`src/rtl/note_sequencer.sv`:
```
// note_sequencer: plays a small table of {tone increment, duration} notes.
//
// Ports:
//   clock, reset           rising-edge clock; asynchronous active-high reset
//   wr_en/wr_addr/wr_inc/wr_dur
//                          note table write port, usable in any state
//   len                    number of notes in the sequence (0..DEPTH)
//   start / stop / loop    begin playback at entry 0 / abort / wrap after last note
//   tone_inc, tone_en      drive the tone generator (inc=0 is a rest)
//   note_idx               table entry being played
//   busy                   high whenever not idle
//   done                   one-cycle pulse at sequence end or on stop
module note_sequencer #(
  parameter int unsigned INC_W    = 6,
  parameter int unsigned DUR_W    = 8,
  parameter int unsigned DEPTH    = 16,
  parameter int unsigned TICK_DIV = 50000,
  localparam int unsigned AW      = $clog2(DEPTH),
  localparam int unsigned LW      = AW + 1
) (
  input  logic             clock,
  input  logic             reset,
  input  logic             wr_en,
  input  logic [AW-1:0]    wr_addr,
  input  logic [INC_W-1:0] wr_inc,
  input  logic [DUR_W-1:0] wr_dur,
  input  logic [LW-1:0]    len,
  input  logic             start,
  input  logic             stop,
  input  logic             loop,
  output logic [INC_W-1:0] tone_inc,
  output logic             tone_en,
  output logic [AW-1:0]    note_idx,
  output logic             busy,
  output logic             done
);

  localparam int unsigned PW = $clog2(TICK_DIV);
  localparam logic [PW-1:0] PRESC_LAST = PW'(TICK_DIV - 1);

  typedef enum logic [1:0] {
    S_IDLE = 2'd0,
    S_LOAD = 2'd1,
    S_PLAY = 2'd2,
    S_GAP  = 2'd3
  } state_t;

  // Note table storage; deliberately not reset so contents survive a reset.
  logic [INC_W-1:0] inc_mem_q [DEPTH];
  logic [DUR_W-1:0] dur_mem_q [DEPTH];

  state_t           state_q,    state_d;
  logic [AW-1:0]    note_idx_q, note_idx_d;
  logic [INC_W-1:0] tone_inc_q, tone_inc_d;
  logic             tone_en_q,  tone_en_d;
  logic             busy_q,     busy_d;
  logic             done_q,     done_d;
  logic [PW-1:0]    presc_q,    presc_d;
  logic [DUR_W-1:0] dur_cnt_q,  dur_cnt_d;

  logic             is_last;
  logic [DUR_W-1:0] rd_dur;

  // Table write port
  always_ff @(posedge clock) begin
    if (wr_en) begin
      inc_mem_q[wr_addr] <= wr_inc;
      dur_mem_q[wr_addr] <= wr_dur;
    end
  end

  // State and output registers
  always_ff @(posedge clock or posedge reset) begin
    if (reset) begin
      state_q    <= S_IDLE;
      note_idx_q <= '0;
      tone_inc_q <= '0;
      tone_en_q  <= 1'b0;
      busy_q     <= 1'b0;
      done_q     <= 1'b0;
      presc_q    <= '0;
      dur_cnt_q  <= '0;
    end else begin
      state_q    <= state_d;
      note_idx_q <= note_idx_d;
      tone_inc_q <= tone_inc_d;
      tone_en_q  <= tone_en_d;
      busy_q     <= busy_d;
      done_q     <= done_d;
      presc_q    <= presc_d;
      dur_cnt_q  <= dur_cnt_d;
    end
  end

  // Next-state and next-output logic
  always_comb begin
    state_d    = state_q;
    note_idx_d = note_idx_q;
    tone_inc_d = tone_inc_q;
    presc_d    = presc_q;
    dur_cnt_d  = dur_cnt_q;
    done_d     = 1'b0;

    // Compared in LW bits so a live len shrink (or len=0) still ends cleanly.
    is_last = ({1'b0, note_idx_q} + LW'(1)) >= len;
    rd_dur  = dur_mem_q[note_idx_q];

    if (stop && (state_q != S_IDLE)) begin
      state_d = S_IDLE;
      done_d  = 1'b1;
    end else begin
      unique case (state_q)
        S_IDLE: begin
          if (start) begin
            if (len != '0) begin
              state_d    = S_LOAD;
              note_idx_d = '0;
            end else begin
              done_d = 1'b1;
            end
          end
        end
        S_LOAD: begin
          tone_inc_d = inc_mem_q[note_idx_q];
          dur_cnt_d  = rd_dur;
          presc_d    = '0;
          state_d    = (rd_dur != '0) ? S_PLAY : S_GAP;
        end
        S_PLAY: begin
          // One duration tick per full prescaler sweep.
          if (presc_q == PRESC_LAST) begin
            presc_d   = '0;
            dur_cnt_d = dur_cnt_q - DUR_W'(1);
            if (dur_cnt_q == DUR_W'(1)) begin
              state_d = S_GAP;
            end
          end else begin
            presc_d = presc_q + PW'(1);
          end
        end
        S_GAP: begin
          if (is_last) begin
            if (loop && (len != '0)) begin
              state_d    = S_LOAD;
              note_idx_d = '0;
            end else begin
              state_d = S_IDLE;
              done_d  = 1'b1;
            end
          end else begin
            state_d    = S_LOAD;
            note_idx_d = note_idx_q + AW'(1);
          end
        end
        default: begin
          state_d = S_IDLE;
        end
      endcase
    end

    tone_en_d = (state_d == S_PLAY) && (tone_inc_d != '0);
    busy_d    = (state_d != S_IDLE);
  end

  assign tone_inc = tone_inc_q;
  assign tone_en  = tone_en_q;
  assign note_idx = note_idx_q;
  assign busy     = busy_q;
  assign done     = done_q;

endmodule

```
`config.mk`:
```
export PLATFORM = sky130hd
export DESIGN_NAME = note_sequencer
export DESIGN_NICKNAME = d
export VERILOG_FILES = /design/src/rtl/note_sequencer.sv
export SDC_FILE = /design/constraint.sdc
export NUM_CORES = 1
export LEC_CHECK = 0
export ABC_AREA = 1
export CAP_MARGIN = 5
export CORE_MARGIN = 2
export CORE_UTILIZATION = 33
export CTS_CLUSTER_SIZE = 12
export DETAILED_ROUTE_END_ITERATION = 12
export PLACE_DENSITY = 0.51
export SYNTH_ARGS = -nofsm -noshare
export SYNTH_HDL_FRONTEND = slang
export SYNTH_SLANG_ARGS = --single-unit
```
`constraint.sdc`:
```
create_clock -name clock -period 3.2 [get_ports clock]
set_clock_uncertainty 0.2 [all_clocks]
set_input_delay 0.48 -clock clock [delete_from_list [all_inputs] [get_ports clock]]
set_output_delay 0.48 -clock clock [all_outputs]
set_load 0.03 [all_outputs]
```
## Word-level counts from Yosys, hierarchy flattened

Memory sizes are Yosys's and may differ from the RTL's.
Cells that the tools add are included.

| word-level totals | value |
|---|---|
| bits in registers | 39 |
| bits in writable memories | 224 |
| memories | 2 |

Memories:

| memory | words | width | rd ports | clocked after memory_dff | write ports | RTL line | RTL |
|---|---|---|---|---|---|---|---|
| dur_mem_q | 16 | 8 | 1 | 0 | 1 | 50 | `logic [DUR_W-1:0] dur_mem_q [DEPTH];` |
| inc_mem_q | 16 | 6 | 1 | 0 | 1 | 49 | `logic [INC_W-1:0] inc_mem_q [DEPTH];` |

| cells by class | value |
|---|---|
| add/subtract/negate cells | 4 |
| order comparisons | 1 |
| equality and inequality tests | 10 |
| multiplexer cells | 28 |
| bitwise operators | 1 |
| reductions and logical operators | 14 |

Operators with widths:

| kind | number |
|---|---|
| one-hot mux 16 bit (2 select lines) | 1 |
| adder 16 x 1 -> 16 bit (second input constant) | 1 |
| == test 16 bit (second input constant) | 1 |
| 2-to-1 mux 16 bit | 1 |
| 2-to-1 mux 4 bit | 4 |
| one-hot mux 8 bit (2 select lines) | 1 |
| 2-to-1 mux 2 bit | 6 |
| 2-to-1 mux 6 bit | 2 |
| 2-to-1 mux 1 bit | 9 |
| == test 8 x 1 -> 1 bit (second input constant) | 1 |
| 2-to-1 mux 8 bit | 1 |
| one-hot mux 2 bit (4 select lines) | 1 |
| one-hot mux 4 bit (2 select lines) | 1 |
| nonzero test 2 bit | 4 |
| nonzero test 8 bit | 1 |
| subtractor 8 x 1 -> 8 bit (second input constant) | 1 |
| == test 2 bit (second input constant) | 3 |
| inequality test 2 bit (second input constant) | 3 |
| nonzero test 6 bit | 1 |
| adder 4 x 1 -> 5 bit (second input constant) | 1 |
| greater-or-equal comparator 5 bit | 1 |
| AND reduction 5 bit | 1 |
| nonzero test 5 bit | 1 |
| adder 4 x 1 -> 4 bit (second input constant) | 1 |
| other kinds (8) | 10 |

## Longest topological paths before layout

Gate-level depths: netlist of run 1.

| logic depth | value |
|---|---|
| depth after elaboration | 8 |
| depth in mapped cells | 17 |
| gate-level depth less buffers | 14 |

## Least setup slack after synthesis of run 1

Ideal clock, no wire load.

| path | value |
|---|---|
| path type | flip-flop to flip-flop |
| from | reg note_idx_q[0], in the netlist note_idx[0] |
| to | reg busy_q, in the netlist busy |
| library setup time | 0.117 ns |
| arrival time | 2.377 ns |
| data required time | 2.883 ns |
| setup slack | 0.506 ns |
| cell stages (with the launch flop) | 17 |
| buffers on the path | 3 |
| period minus slack after synthesis | 2.694 ns |
| cells stage by stage | dfrtp_1 > buf_6 > buf_4 > buf_2 > nand3_1 > xor2_1 > inv_1 > ha_1 > nand2_1 > o21a_1 > nand3_1 > and2_1 > nor2_1 > nor2_1 > nand2_1 > nand3_1 > nand2_1 |

| on the way | value |
|---|---|
| cells in the longest elaborated chain, start to end | 6 |

Ends and longest elaborated chain:

| element | RTL line | RTL |
|---|---|---|
| start, declared | 53 | `logic [AW-1:0] note_idx_q, note_idx_d;` |
| start signal, assigned | 85 | `note_idx_q <= note_idx_d;` |
| adder 4 x 1 -> 5 bit / memory read (16 x 8 bit) (equally long branches) | - |  |
| greater-or-equal comparator 5 bit / nonzero test 8 bit (equally long branches) | 105, 127 |  |
| 2-to-1 mux 2 bit / 2-to-1 mux 1 bit (equally long branches) | 142, 127 |  |
| one-hot mux 2 bit (4 select lines) (*) | 112 | `unique case (state_q)` |
| 2-to-1 mux 2 bit (*) | 108 | `if (stop && (state_q != S_IDLE)) begin` |
| nonzero test 2 bit (*) | 162 | `busy_d = (state_d != S_IDLE);` |
| named net busy_d | 56 | `logic busy_q, busy_d;` |
| end signal, assigned | 88 | `busy_q <= busy_d;` |
| end, declared | 56 |  |

Mark *: on every way through the listed nets, which the timed path passes. The rest lies on a longest branch.
A chain may end at the register's enable or synchronous reset.

## Worst setup path after layout of run 1

| path | value |
|---|---|
| from | reg note_idx_q[2], in the netlist note_idx[2] |
| to | out note_idx[2] |

RTL lines:

| element | RTL line | RTL |
|---|---|---|
| end, declared | 33 | `output logic [AW-1:0] note_idx,` |

No word-level cell between the ends.

==> impl_results.rst, run 1 <==
.. list-table::
   :header-rows: 1

   * - Metric
     - Value
   * - N_diodes
     - 0
   * - First-pass GRT wire length
     - 44000 µm
   * - Hold-fix buffers at CTS
     - 0
   * - Cell count after placement
     - 1639
   * - Number of port buffers
     - 41
   * - Prevailing post-synth register cell
     - edfxtp_1
   * - Synth top area share
     - 57.05%
   * - Placeable core area
     - between 30000 and 40000 µm²
   * - Total length of routed met2 wires
     - 13100 µm
   * - Net switching fraction of the power
     - 32.80%
   * - Number of resized instances in the post-cts repair step
     - 0
   * - Clock share of power
     - 31.6%
   * - Footprint of the multi-input gates
     - about 3200 µm²
   * - Die H
     - ~190 µm
   * - Latest clock arrival within the worst-skew pair
     - 0.56 ns
   * - Type of element capturing the critical path
     - output port
   * - DR pass1 iterations
     - 5
   * - Dominant cell by count in the synthesized netlist
     - nand2_1
   * - Standby leakage power
     - approximately 5.4 nW
   * - Clock transition at path regs
     - ~0.060 ns
   * - Global Route Usage Sum
     - between 10% and 20%
   * - Average instance area after synthesis
     - 10.26 µm²
   * - Type of the setup path with the least slack
     - register to output port
   * - Antenna viol nets, final
     - 0
   * - Worst vdd rail ir drop
     - roughly 0.00048 V
   * - Tcrit/Tclk final
     - 83.65%
   * - Die boundary width
     - 193.0 µm
   * - Global placer's final weighted congestion
     - 0.8179
   * - Total setup violations reported at the end of the flow
     - 0
   * - Critical path startpoint category
     - register
   * - Category of cells accounting for the largest share of critical-path delay
     - buffers and inverters
   * - Total DRC errors in the routed layout
     - 0
   * - Average wire length per cell after detail routing
     - 17.00 µm
   * - Number of global-route vias before repair
     - 7512
   * - Worst Path Buf+Inv
     - 2
   * - CTS Sinks
     - 263
   * - Top cells by area, synth
     - edfxtp_1, nand2_1, dfrtp_1
   * - Highest routing layer actually used
     - met4
   * - Shortest period the worst path allows
     - 2.677 ns
   * - Detailed-route wire length
     - 28730 µm
   * - Top cells by instance count after synthesis
     - nand2_1, edfxtp_1, inv_1
   * - Power density normalized to cell area
     - 705.9 nW/µm²
   * - Crit path cell chain
     - buf_4, clkdlybuf4s50_1
   * - Seq pwr share
     - 41.9%
   * - Combinational cell fraction of total power
     - 26.5%
   * - RSZ-0062 raised after global routing
     - false
   * - Max-cap violation count
     - 0
   * - Share of cells above drive strength 1
     - just under 9%
   * - Cell type of the slowest stage on the worst timing path
     - clkdlybuf4s50_1
   * - Setup TNS
     - 0 ns
   * - Yosys warning total
     - 0
   * - Clock tree from TritonCTS
     - yes
   * - Critical path required time
     - 2.52 ns
   * - Final HPWL DP
     - 17040 µm
   * - Clock Root Buffer
     - clkbuf_16
   * - Number of vias after detailed routing
     - roughly 8000
   * - Wire length on met3
     - 1219 µm
   * - Part of the Yosys area used for sequential elements
     - about 65%
   * - Path class of the lowest-slack min-delay path
     - input pin to asynchronous set/reset pin
   * - Number of enable-type register cells in the synthesized netlist
     - 224
   * - Cell type with the highest aggregate area in the netlist
     - edfxtp_1
   * - Cell-internal power
     - approximately 6.5 mW
   * - Max Slew Vio Count
     - 0
   * - Count of fill cells added during filler insertion
     - around 3500
   * - Mapped cell area
     - 11790 µm²
   * - Largest stage delay on the critical path
     - about 0.7 ns
   * - Transition time at the pin with the least slew margin
     - 0.6870 ns
   * - Seq cells post-synth
     - 263
   * - Signal arrival time at the worst endpoint
     - 2.00 ns
   * - Post-synth net total
     - between 1000 and 1500
   * - Number of standard cells in the final layout excluding fillers
     - 1690
   * - Starting DRT DRC Count
     - about 530
   * - Growth of design area from synthesis to finish
     - 16.03%
   * - Run status
     - complete, no violations
   * - Antenna violations before repair
     - 0
   * - Crit path max fanout
     - 14
   * - Pin count of the biggest net entering global routing
     - 80
   * - Switching Power
     - 3.168 mW
   * - M1 wire length
     - 13950 µm
   * - Final Net Count
     - 1251
   * - Syn Inst Count
     - 1149
   * - Slew headroom
     - 54.15%
   * - Congestion Overflow GR
     - 0
   * - CTS HTree Levels
     - 1
   * - Number of setup buffers added after CTS
     - 0
   * - Max frequency
     - 0.3736 GHz
   * - Cell Rows
     - 69
   * - Buffer levels on the longest clock path
     - 3
   * - Share of synthesized flip-flops with an asynchronous set or reset
     - 14.83%
   * - Seq. cell area
     - roughly 7700 µm²
   * - Synth unique cells
     - 43
   * - I/O pin cnt
     - 42
   * - Initial cell density of the core
     - roughly a third
   * - Vias per Instance
     - 4.744
   * - Clock buffers created by TritonCTS
     - 29
   * - Final Hold Viols
     - 0
   * - Area of the die
     - 37260 µm²
## state kept, by name, summed over array words and instances, names as in the netlist
register and count:
busy 1, done 1, dur_cnt_q 8, dur_mem_q 128, inc_mem_q 96, note_idx 4, presc_q 16, state_q 2
tone_en 1, tone_inc 6
## stage by stage
stage               util, %  setup WS, ns  total power [mW]  area [µm²]  hold WS (ns)
floorplan                 -        0.5059             5.903       11790        0.2950
global placement      36.21        0.5925             6.680       12820        0.3174
detailed placement    36.21        0.5999             6.703       12820        0.3283
CTS                   38.65        0.5094             9.778       13680        0.1562
global route          38.65        0.4014             10.21       13680        0.1944
finish                38.65        0.5231             9.659       13680        0.1320
## kinds of logic (layout without fill, tap and decap cells)
logic type / Yosys count / in the layout / synth area share (%)
AO/OA/AOI/OAI: 118 / 118 / 5.730
XOR/XNOR: 6 / 6 / 0.4457
AND/OR/NAND/NOR: 552 / 552 / 19.75
adder cells (fa/ha/maj): 13 / 13 / 1.379
buffers and inverters: 197 / 277 / 7.375
flip-flops: 263 / 263 / 65.32
## layer usage
layer	track usage (%)	up-vias
met2	25.43	154
met5	0	-
met3	2.244	35
met4	3.351	0
met1	22.16	3886
li1	-	3943
## power groups by stage
stage / sequential [mW] / clock, mW / combinational, mW
after floorplan: 4.19 / 0 / 1.71
after global placement: 4.12 / 0 / 2.56
after detailed placement: 4.12 / 0 / 2.58
after CTS: 4.05 / 3.13 / 2.59
after global routing: 4.07 / 3.26 / 2.88
final: 4.05 / 3.05 / 2.56
## area by class of cell
cell class	instances	share of cell area, %
Clock buffer	35	5.469
Clock inverter	16	0.8505
Inverter	148	4.079
Multi-Input combinational cell	689	23.75
Sequential cell	263	56.33
Tap cell	461	4.216
Timing Repair Buffer	78	5.304
## cell usage in the layout, fill, tap and decap left out, drive strengths merged, types with 13 or more instances in the layout
cell type / count
clkdlybuf4s50: 41
o211ai: 16
nand3: 113
edfxtp: 224
nand2: 278
a21oi: 21
clkinv: 14
ha: 13
dfrtp: 39
buf: 37
clkbuf: 35
o21ai: 68
nor2: 120
or2: 17
inv: 148
## path summary, 6_finish.rpt
path,from,end,slack [ns],cells past startpoint
min in group clock,presc_q[15]$_DFFE_PP0P_,presc_q[15]$_DFFE_PP0P_,0.33,2
min,reset,dur_cnt_q[6]$_DFFE_PP0P_,0.13,2
max reg2reg,note_idx[0]$_DFFE_PP0P_,tone_en$_DFF_PP0_,0.60,13
max,note_idx[2]$_DFFE_PP0P_,note_idx[2],0.52,2
min reg2reg,presc_q[15]$_DFFE_PP0P_,presc_q[15]$_DFFE_PP0P_,0.33,2
max in group asynchronous,reset,presc_q[5]$_DFFE_PP0P_,2.04,3
Power figures use the tool's default switching activity.
==> run 2: changes to the inputs <==
PLACE_DENSITY = 0.53   (was 0.51)
clock period = 2.4 ns   (was 3.2 ns; I/O delays follow)
==> run 2 against run 1 <==
Compared with the run above:
- clock-buffer cell count up 2
- register-to-register slack got worse by 0.60 ns
- via count up 0.41%
- global-route usage increased by 0.23 points
- combinational power rose by 57%
- utilization is 2.1 points higher
- final cell count grew 1.8%
- total power up 40%
- critical endpoint is now tone_en$_DFF_PP0_
- largest power group unchanged
- highest routed layer unchanged
==> impl_results.rst, run 2 (synthesized netlist as in run 1, its figures left out) <==
.. list-table::
   :header-rows: 1

   * - Metric
     - Value
   * - Path class of the lowest-slack min-delay path
     - input pin to asynchronous set/reset pin (unchanged)
   * - Type of element capturing the critical path
     - register (was output port)
   * - Antenna violations before repair
     - 0 (unchanged)
   * - Clock tree from TritonCTS
     - yes (unchanged)
   * - Largest stage delay on the critical path
     - 0.53 ns (was 0.71 ns)
   * - Die boundary width
     - 193.0 µm (unchanged)
   * - Final Net Count
     - 1283 (was 1251)
   * - Transition time at the pin with the least slew margin
     - 0.5880 ns (was 0.6870 ns)
   * - Critical path startpoint category
     - register (unchanged)
   * - Power density normalized to cell area
     - 934.6 nW/µm² (was 705.9 nW/µm²)
   * - Clock buffers created by TritonCTS
     - 29 (unchanged)
   * - Setup TNS
     - 0 ns (unchanged)
   * - Global Route Usage Sum
     - 15.82% (was 15.59%)
   * - Max-cap violation count
     - 0 (unchanged)
   * - DP Area
     - 13290 µm² (was 12820 µm²)
   * - Max Slew Vio Count
     - 0 (unchanged)
   * - Slew headroom
     - 60.68% (was 54.15%)
   * - I/O pin cnt
     - 42 (unchanged)
   * - DR pass1 iterations
     - 4 (was 5)
   * - Latest clock arrival within the worst-skew pair
     - 0.54 ns (was 0.56 ns)
   * - Area of the die
     - 37260 µm² (unchanged)
   * - Critical path required time
     - 2.62 ns (was 2.52 ns)
   * - Slack of the critical path
     - 0.004256 ns (was 0.5231 ns)
   * - Total setup violations reported at the end of the flow
     - 0 (unchanged)
   * - Crit path cell chain
     - buf_12, buf_4, or2_0, nand3_1, nand2_1, nand2_1, nand3_1, nand2_2, nand2_1, nor2_2, nand3_2, a21oi_2, nor2_1 (was buf_4, clkdlybuf4s50_1)
   * - Number of flip-flops in the largest register
     - 128 (unchanged)
   * - Commonest cells after routing, fill and taps aside
     - nand2_1, edfxtp_1, inv_1 (unchanged)
   * - Growth of design area from synthesis to finish
     - 22.34% (was 16.03%)
   * - Die H
     - 193.0 µm (unchanged)
   * - Standby leakage power
     - 5.710 nW (was 5.418 nW)
   * - Crit path max fanout
     - 18 (was 14)
   * - N_diodes
     - 0 (unchanged)
   * - CTS HTree Levels
     - 1 (unchanged)
   * - Number of vias after detailed routing
     - 8051 (was 8018)
   * - Detailed-route wire length
     - 29260 µm (was 28730 µm)
   * - Average wire length per cell after detail routing
     - 17.00 µm (about the same)
   * - Congestion Overflow GR
     - 0 (unchanged)
   * - Starting DRT DRC Count
     - 655 (was 525)
   * - Worst Setup Slack post-DPL
     - -0.03818 ns (was 0.5999 ns)
   * - Worst vdd rail ir drop
     - 0.0005861 V (was 0.0004776 V)
   * - Run status
     - complete, no violations (unchanged)
   * - Count of fill cells added during filler insertion
     - 3407 (was 3476)
   * - Signal arrival time at the worst endpoint
     - 2.62 ns (was 2.00 ns)
   * - RSZ-0062 raised after global routing
     - true (was false)
   * - Clock transition at path regs
     - 0.06 ns (about the same)
   * - Most common cell after layout, fill and taps aside
     - nand2_1 (unchanged)
   * - Seq. cell area
     - 7709 µm² (was 7707 µm²)
   * - Shortest period the worst path allows
     - 2.396 ns
   * - Final HPWL DP
     - 17330 µm (was 17040 µm)
   * - Final Hold Viols
     - 0 (unchanged)
   * - First-pass GRT wire length
     - 44710 µm (was 44000 µm)
   * - Initial cell density of the core
     - 33.31% (unchanged)
   * - Pin count of the biggest net entering global routing
     - 54 (was 80)
   * - Crit-path most repeated cell
     - nand2_1
   * - Number of port buffers
     - 41 (unchanged)
   * - Buffer levels on the longest clock path
     - 3 (unchanged)
   * - Type of the setup path with the least slack
     - register to register (was register to output port)
   * - Share of cells above drive strength 1
     - 13.33% (was 8.869%)
   * - Antenna viol nets, final
     - 0 (unchanged)
   * - Total chip power
     - 13.48 mW (was 9.659 mW)
   * - Clock Root Buffer
     - clkbuf_16 (unchanged)
   * - Design area
     - 14430 µm² (was 13680 µm²)
   * - Global placer's final weighted congestion
     - 0.8283 (was 0.8179)
   * - Tcrit/Tclk final
     - 99.82%
   * - Cell Rows
     - 69 (unchanged)
   * - CTS Sinks
     - 263 (unchanged)
   * - Cell type of the slowest stage on the worst timing path
     - dfrtp_4 (was clkdlybuf4s50_1)
   * - Max frequency
     - approximately 0.42 GHz
   * - Footprint of the multi-input gates
     - 3416 µm² (was 3249 µm²)
   * - Total DRC errors in the routed layout
     - 0 (unchanged)
   * - Number of global-route vias before repair
     - 7891 (was 7512)
   * - Core occupancy in the finished layout
     - 40.75% (was 38.65%)
   * - Most flop-heavy register
     - dur_mem_q (unchanged)
   * - Regs by FF count
     - dur_mem_q (128), inc_mem_q (96), presc_q (16) (unchanged)
   * - Vias per Instance
     - 4.678 (was 4.744)
   * - Placeable core area
     - 35400 µm² (unchanged)
[run 2: critical path, delay by kind of cell, from the launching register on]
family / cells / cell delay, ns
DFF: 1 / 0.53
AOI/OAI and AO/OA: 1 / 0.18
and+or+nand+nor: 10 / 0.97
buffers and inverters: 2 / 0.38
[run 2: stage by stage]
step	instances	hold slack [ns]
floorplan	1149	0.2589
finish	1721	0.05499
global placement	1667	0.3189
detailed placement	1667	0.3269
CTS	1718	0.05774
global route	1721	0.1151
[run 2: worst paths after layout]
path	slack (ns)	cells past startpoint	start	to
setup reg to reg	0.004	13	note_idx[0]$_DFFE_PP0P_	tone_en$_DFF_PP0_
hold / removal	0.05	3	reset	presc_q[13]$_DFFE_PP0P_
setup / recovery	0.004	13	note_idx[0]$_DFFE_PP0P_	tone_en$_DFF_PP0_
hold reg to reg	0.34	2	presc_q[15]$_DFFE_PP0P_	presc_q[15]$_DFFE_PP0P_
min in group clock	0.34	2	presc_q[15]$_DFFE_PP0P_	presc_q[15]$_DFFE_PP0P_
max in group asynchronous	1.55	3	reset	note_idx[0]$_DFFE_PP0P_
[run 2: layout make-up]
cell class | instances | area share [%]
sequential | 263 | 53.44
multi-input combinational | 689 | 23.68
timing repair buffer | 110 | 9.047
clock buffer | 37 | 5.308
tap | 461 | 3.999
inverter | 148 | 3.903
clock inverter | 13 | 0.6245
[run 2: timing repair]
action / in CTS / in global routing
setup buffers: 1 / 1
hold buffers: 0 / 0
gates resized for setup: 8 / 40
endpoints found under the setup margin: 6 / 12
pin swaps: 1 / 7
gates cloned: 0 / 2
[run 2: routing by layer]
layer	share of wire [%]	track usage (%)	vias to the layer above	wire, µm
li1	-	-	4023	-
met1	47	21.86	3829	13660
met4	1.6	3.380	0	461
met5	0	0	-	0
met3	4.6	2.172	41	1358
met2	47	26.61	158	13780
[run 2: report_power, final]
group	switching, mW	internal, mW
Combinational	2.45	1.58
Sequential	0.171	5.23
Clock	1.71	2.34
Total	4.34	9.14
